## config.mk

```make
export PLATFORM = sky130hd
export DESIGN_NAME = logic2048_board_ctrl
export DESIGN_NICKNAME = d
export VERILOG_FILES = /design/src/rtl/logic2048_board_ctrl.sv
export SDC_FILE = /design/constraint.sdc
export NUM_CORES = 1
export LEC_CHECK = 0
export ABC_AREA = 1
export CAP_MARGIN = 20
export CORE_ASPECT_RATIO = 0.9
export CORE_MARGIN = 8
export CORE_UTILIZATION = 28
export DETAILED_ROUTE_END_ITERATION = 10
export SYNTH_ARGS = -nofsm -noshare
export SYNTH_HDL_FRONTEND = slang
export SYNTH_SLANG_ARGS = --single-unit
```

## constraint.sdc

```tcl
create_clock -name clk -period 5.9 [get_ports clk]
set_input_delay 0.59 -clock clk [delete_from_list [all_inputs] [get_ports clk]]
set_output_delay 0.59 -clock clk [all_outputs]
set_load 0.03 [all_outputs]
```

## src/rtl/logic2048_board_ctrl.sv

```systemverilog
// rtl/logic2048_board_ctrl.sv - 2048 board controller with line feed, write-back, spawn and game-over
module logic2048_board_ctrl #(
    parameter logic [15:0] LFSR_SEED      = 16'hACE1,
    parameter logic [2:0]  FOUR_PROB_MASK = 3'd3
) (
    input  logic        clk,
    input  logic        rst,
    input  logic        cmd_valid,
    output logic        cmd_ready,
    input  logic        cmd_new,
    input  logic [1:0]  cmd_dir,
    output logic [3:0]  ln_x0,
    output logic [3:0]  ln_x1,
    output logic [3:0]  ln_x2,
    output logic [3:0]  ln_x3,
    input  logic [3:0]  ln_y0,
    input  logic [3:0]  ln_y1,
    input  logic [3:0]  ln_y2,
    input  logic [3:0]  ln_y3,
    input  logic        ln_movable,
    output logic [63:0] board,
    output logic        done,
    output logic        moved,
    output logic        game_over
);

    typedef enum logic [1:0] {
        S_IDLE,
        S_SHIFT,
        S_SPAWN,
        S_DONE
    } state_t;

    state_t      state_q, state_d;
    logic [63:0] board_q, board_d;
    logic [15:0] lfsr_q;
    logic [1:0]  line_q, line_d;
    logic [1:0]  dir_q, dir_d;
    logic [3:0]  idx_q, idx_d;
    logic [3:0]  scan_q, scan_d;
    logic        spawn2_q, spawn2_d;
    logic        acc_q, acc_d;
    logic        moved_q, moved_d;
    logic        over_q, over_d;

    logic        lfsr_fb;
    logic [3:0]  spawn_code;
    logic [3:0]  c0, c1, c2, c3;

    function automatic logic [3:0] cell_of(input logic [1:0] dir, input logic [1:0] line,
                                           input logic [1:0] k);
        case (dir)
            2'd0:    cell_of = {line, k};
            2'd1:    cell_of = {line, ~k};
            2'd2:    cell_of = {k, line};
            default: cell_of = {~k, line};
        endcase
    endfunction

    function automatic logic calc_over(input logic [63:0] b);
        logic over;
        over = 1'b1;
        for (int n = 0; n < 16; n++) begin
            if (b[n*4 +: 4] == 4'd0) over = 1'b0;
            if ((n % 4) != 3 && b[n*4 +: 4] == b[(n+1)*4 +: 4]) over = 1'b0;
            if (n < 12 && b[n*4 +: 4] == b[(n+4)*4 +: 4]) over = 1'b0;
        end
        calc_over = over;
    endfunction

    assign lfsr_fb    = lfsr_q[15] ^ lfsr_q[13] ^ lfsr_q[12] ^ lfsr_q[10];
    assign spawn_code = ((lfsr_q[7:5] & FOUR_PROB_MASK) == 3'd0) ? 4'd2 : 4'd1;

    always_ff @(posedge clk) begin
        if (rst) begin
            state_q  <= S_IDLE;
            board_q  <= '0;
            lfsr_q   <= LFSR_SEED;
            line_q   <= '0;
            dir_q    <= '0;
            idx_q    <= '0;
            scan_q   <= '0;
            spawn2_q <= 1'b0;
            acc_q    <= 1'b0;
            moved_q  <= 1'b0;
            over_q   <= 1'b0;
        end else begin
            state_q  <= state_d;
            board_q  <= board_d;
            lfsr_q   <= {lfsr_q[14:0], lfsr_fb};
            line_q   <= line_d;
            dir_q    <= dir_d;
            idx_q    <= idx_d;
            scan_q   <= scan_d;
            spawn2_q <= spawn2_d;
            acc_q    <= acc_d;
            moved_q  <= moved_d;
            over_q   <= over_d;
        end
    end

    always_comb begin
        state_d   = state_q;
        board_d   = board_q;
        line_d    = line_q;
        dir_d     = dir_q;
        idx_d     = idx_q;
        scan_d    = scan_q;
        spawn2_d  = spawn2_q;
        acc_d     = acc_q;
        moved_d   = moved_q;
        over_d    = over_q;
        cmd_ready = 1'b0;
        ln_x0     = 4'd0;
        ln_x1     = 4'd0;
        ln_x2     = 4'd0;
        ln_x3     = 4'd0;
        c0        = cell_of(dir_q, line_q, 2'd0);
        c1        = cell_of(dir_q, line_q, 2'd1);
        c2        = cell_of(dir_q, line_q, 2'd2);
        c3        = cell_of(dir_q, line_q, 2'd3);

        case (state_q)
            S_IDLE: begin
                cmd_ready = 1'b1;
                if (cmd_valid) begin
                    acc_d = 1'b0;
                    if (cmd_new) begin
                        board_d  = '0;
                        moved_d  = 1'b0;
                        spawn2_d = 1'b1;
                        idx_d    = lfsr_q[3:0];
                        scan_d   = '0;
                        state_d  = S_SPAWN;
                    end else begin
                        dir_d   = cmd_dir;
                        line_d  = '0;
                        state_d = S_SHIFT;
                    end
                end
            end

            S_SHIFT: begin
                ln_x0 = board_q[{c0, 2'b00} +: 4];
                ln_x1 = board_q[{c1, 2'b00} +: 4];
                ln_x2 = board_q[{c2, 2'b00} +: 4];
                ln_x3 = board_q[{c3, 2'b00} +: 4];
                board_d[{c0, 2'b00} +: 4] = ln_y0;
                board_d[{c1, 2'b00} +: 4] = ln_y1;
                board_d[{c2, 2'b00} +: 4] = ln_y2;
                board_d[{c3, 2'b00} +: 4] = ln_y3;
                acc_d  = acc_q | ln_movable;
                line_d = line_q + 2'd1;
                if (line_q == 2'd3) begin
                    if (acc_d) begin
                        idx_d    = lfsr_q[3:0];
                        scan_d   = '0;
                        spawn2_d = 1'b0;
                        state_d  = S_SPAWN;
                    end else begin
                        state_d = S_DONE;
                    end
                end
            end

            S_SPAWN: begin
                if (board_q[{idx_q, 2'b00} +: 4] == 4'd0) begin
                    board_d[{idx_q, 2'b00} +: 4] = spawn_code;
                    if (spawn2_q) begin
                        spawn2_d = 1'b0;
                        idx_d    = lfsr_q[3:0];
                        scan_d   = '0;
                    end else begin
                        state_d = S_DONE;
                    end
                end else if (scan_q == 4'd15) begin
                    spawn2_d = 1'b0;
                    state_d  = S_DONE;
                end else begin
                    idx_d  = idx_q + 4'd1;
                    scan_d = scan_q + 4'd1;
                end
            end

            default: begin
                state_d = S_IDLE;
            end
        endcase

        if (state_d == S_DONE && state_q != S_DONE) begin
            moved_d = acc_d;
            over_d  = calc_over(board_d);
        end
    end

    assign board     = board_q;
    assign done      = (state_q == S_DONE);
    assign moved     = moved_q;
    assign game_over = over_q;

endmodule

```

==> results.cfg <==
[setup_path]
worstRegToRegCells = 19
cp-end-kind = register
cp.arrival_ns = 5.21
worstPathMaxFanout = 16
crit_type = register to register
reg2reg_from = idx_q[0]
cpMostUsedCell = nand2_1
required_ns = 6.22
reg2reg_to = game_over
cpPeakStageDelay_ns = 0.75
start_kind = register
critPathSlowestCell = dfxtp_1
worstPathCellList = inv_1, ha_1, xnor2_1, inv_2, nor2_1, nand2_1, nor2_1, nand2_1, nand3_1, nand2_1, a21oi_2, nand2_1, nand2_1, nor2_1, nand2_1, nand3_1, nor3_1, nand3_1, a21oi_1
r2r_slack_ns = 1.01

[timing]
final_max_slew_viol_count = 0
period_share_pct = 82.9
finClkSkew_ns = 0.0111
worst_pin_slew_ns = 1.01
setup_viol = 0
relSlewSlack_pct = 32.7
clock.fmax_mhz = 204
report.final.hold_viol_count = 0
rsz0062_at_grt = no
hold_slack_ns = 0.403
fin_tns_setup_ns = 0
finalCriticalPeriod_ns = 4.89

[cts]
postCtsSetupBuffers = 0
clk_path_buf_depth = 2
cts.repair.resized = 0
htreeDepth = 3
cts_inserted_buffers = 9
root_buffer = clkbuf_16
cts_tree = done
cts_sinks = 98
hold_buffers = 0
worst_setup_hold_path_clk_slew_ns = 0.08
clk_latency_ns = 0.40

[hold_path]
whs_path_depth = 2
worstHoldEndpoint = lfsr_q[12]
holdCritStartpoint = lfsr_q[11]
hp-class = register to register

[outcome]
outcome = completed

[drt]
postRouteAntennaNets = 0
drtIter0Drc = 3041
dr.pass1.iters = 6
finalWirelength_um = 87100
post_drt_via_cell_ratio = 5.50
drc = 0
vias = 19500
wl_per_cell_um = 24.6

[floorplan]
io_pins = 107
die-width_um = 252
floorplan.initialDensity_pct = 28.1
core_mm2 = 0.0501
die_h_um = 229
rows = 78
dieArea_mm2 = 0.0577

[layout]
final_cell_mix = 1045 x nand2_1, 323 x nand3_1, 305 x nor2_1
drive_above_1_share_pct = 8.08
area_growth_pct = 14.5
final_common_cell = nand2_1
layout.nets = 2891
final_util_pct = 32.2

[logic_synthesis]
yosysSeqAreaShare_pct = 13.9
syn_inst = 2786
synth_area_per_cell_um2 = 5.06
syn-num-nets = 2834
ys_dominant_reg_cell = dfxtp_1
synth_edf_count = 0
ys_warn_count = 0
synth_cell_types = 52
syn_area_mm2 = 0.0141
synth_seq_cells = 98
async_reset_ff_share_pct = 0

[grt]
grt_max_degree = 83
grt_util_all_layers_pct = 29.2
grt_pass1_wl_um = 124000
antenna_found_initial = 4
first_global_vias = 17300
overflow = 0

[job]
maxCapViolations = 0

[power]
power_switching_mw = 4.73
clockPowerShare_pct = 8.8
ir_drop_v = 0.000201
seq_power_share_pct = 13.5
power_frac_comb_pct = 77.6
switching_share_pct = 65.3
intPower_mw = 2.51
p_per_area_mw_per_mm2 = 449
p_leak_nw = 7.87

[placement]
dpl.hpwl_um = 68000
port_buffers = 106
gp_congestion = 1.08
## routing by layer
layer / share of wire [%] / track usage (%) / vias up
li1: - / - / 8968
met1: 41 / 38.6 / 8955
met2: 40 / 41.5 / 1332
met3: 13 / 10.5 / 198
met4: 5.3 / 13.5 / 2
met5: 0.020 / 0 / -
## cell usage after synthesis, types with 3 or more instances
master	number	share of area, %
a311oi_1	7	0.44
o21ai_1	11	0.39
buf_2	18	0.64
xor2_1	6	0.37
nand2_1	1045	28
clkbuf_1	59	1.6
nand2_2	43	1.9
nand4_1	32	1.4
nor2_1	305	8.1
xnor2_1	14	0.87
or2_2	10	0.44
a21oi_2	7	0.44
clkinv_1	4	0.11
o211ai_1	8	0.43
o221a_2	3	0.24
a31oi_1	8	0.36
o221ai_1	4	0.25
o2111ai_1	4	0.25
nand3_2	7	0.50
o311ai_0	4	0.25
a21oi_1	103	3.7
buf_6	3	0.24
inv_2	53	1.4
buf_4	9	0.48
nor2_2	20	0.89
nand3_1	323	11
inv_1	288	7.7
nor2_4	11	0.88
nand2_4	9	0.72
nor3_1	36	1.3
ha_1	25	2.2
dfxtp_1	98	14
o21ai_0	178	6.3
buf_1	6	0.16
## registers in the layout, indices dropped and copies added, names as in the netlist
register   count
board         64
lfsr_q        16
idx_q          4
scan_q         4
dir_q          2
line_q         2
state_q        2
acc_q          1
game_over      1
moved          1
spawn2_q       1
## metrics by stage
step | power [mW] | setup slack (ns) | std cells | instance area (µm²)
CTS | 6.97 | 1.27 | 3527 | 16100
global route | 7.68 | 0.648 | 3528 | 16100
global placement | 6.36 | 1.31 | 3511 | 15800
floorplan | 4.53 | 2.49 | 2786 | 14100
detailed placement | 6.32 | 1.27 | 3511 | 15800
finish | 7.24 | 1.01 | 3536 | 16100
## power groups by stage
stage | clock network [mW] | logic, mW | registers (mW)
after detailed placement | 0 | 5.35 | 0.978
after floorplan | 0 | 3.55 | 0.976
after global placement | 0 | 5.38 | 0.980
after global routing | 0.669 | 6.03 | 0.976
after CTS | 0.648 | 5.36 | 0.962
final | 0.638 | 5.63 | 0.981
## critical path: cells and delay by family, from the launching register on
family / cells / cell delay (ns)
xor+xnor: 1 / 0.67
buf+inv: 2 / 0.68
fa+ha+maj: 1 / 0.37
compound gates: 2 / 0.32
flops: 1 / 0.75
simple gates: 13 / 2.01
## logic make-up (layout without fill, tap and decap cells)
family	after synthesis	in the layout	synth area share (%)
compound gates	348	348	13.8
xor+xnor	20	20	1.24
fa+ha+maj	25	25	2.22
buf+inv	444	506	12.5
flops	98	98	13.9
other cells	0	8	0
simple gates	1851	1851	56.3
## area by class of cell
cell class	count	area [µm²]
antenna	8	20.0
clock buffer	10	239
clock inverter	6	60.1
fill	5803	33900
inverter	348	1310
multi-input combinational	2244	10400
sequential	98	1960
tap	680	851
timing repair buffer	142	1330
## worst max path at each step
stage,from,to,slack (ns)
6_report,idx_q[0],game_over,1.01
5_1_grt,idx_q[0],game_over,0.65
4_1_cts,idx_q[0],game_over,1.27
3_5_place_dp,idx_q[0],game_over,1.27
3_3_place_gp,dir_q[1],game_over,1.31
2_1_floorplan,dir_q[1],game_over,2.49
(Power assumes the default switching activity.)
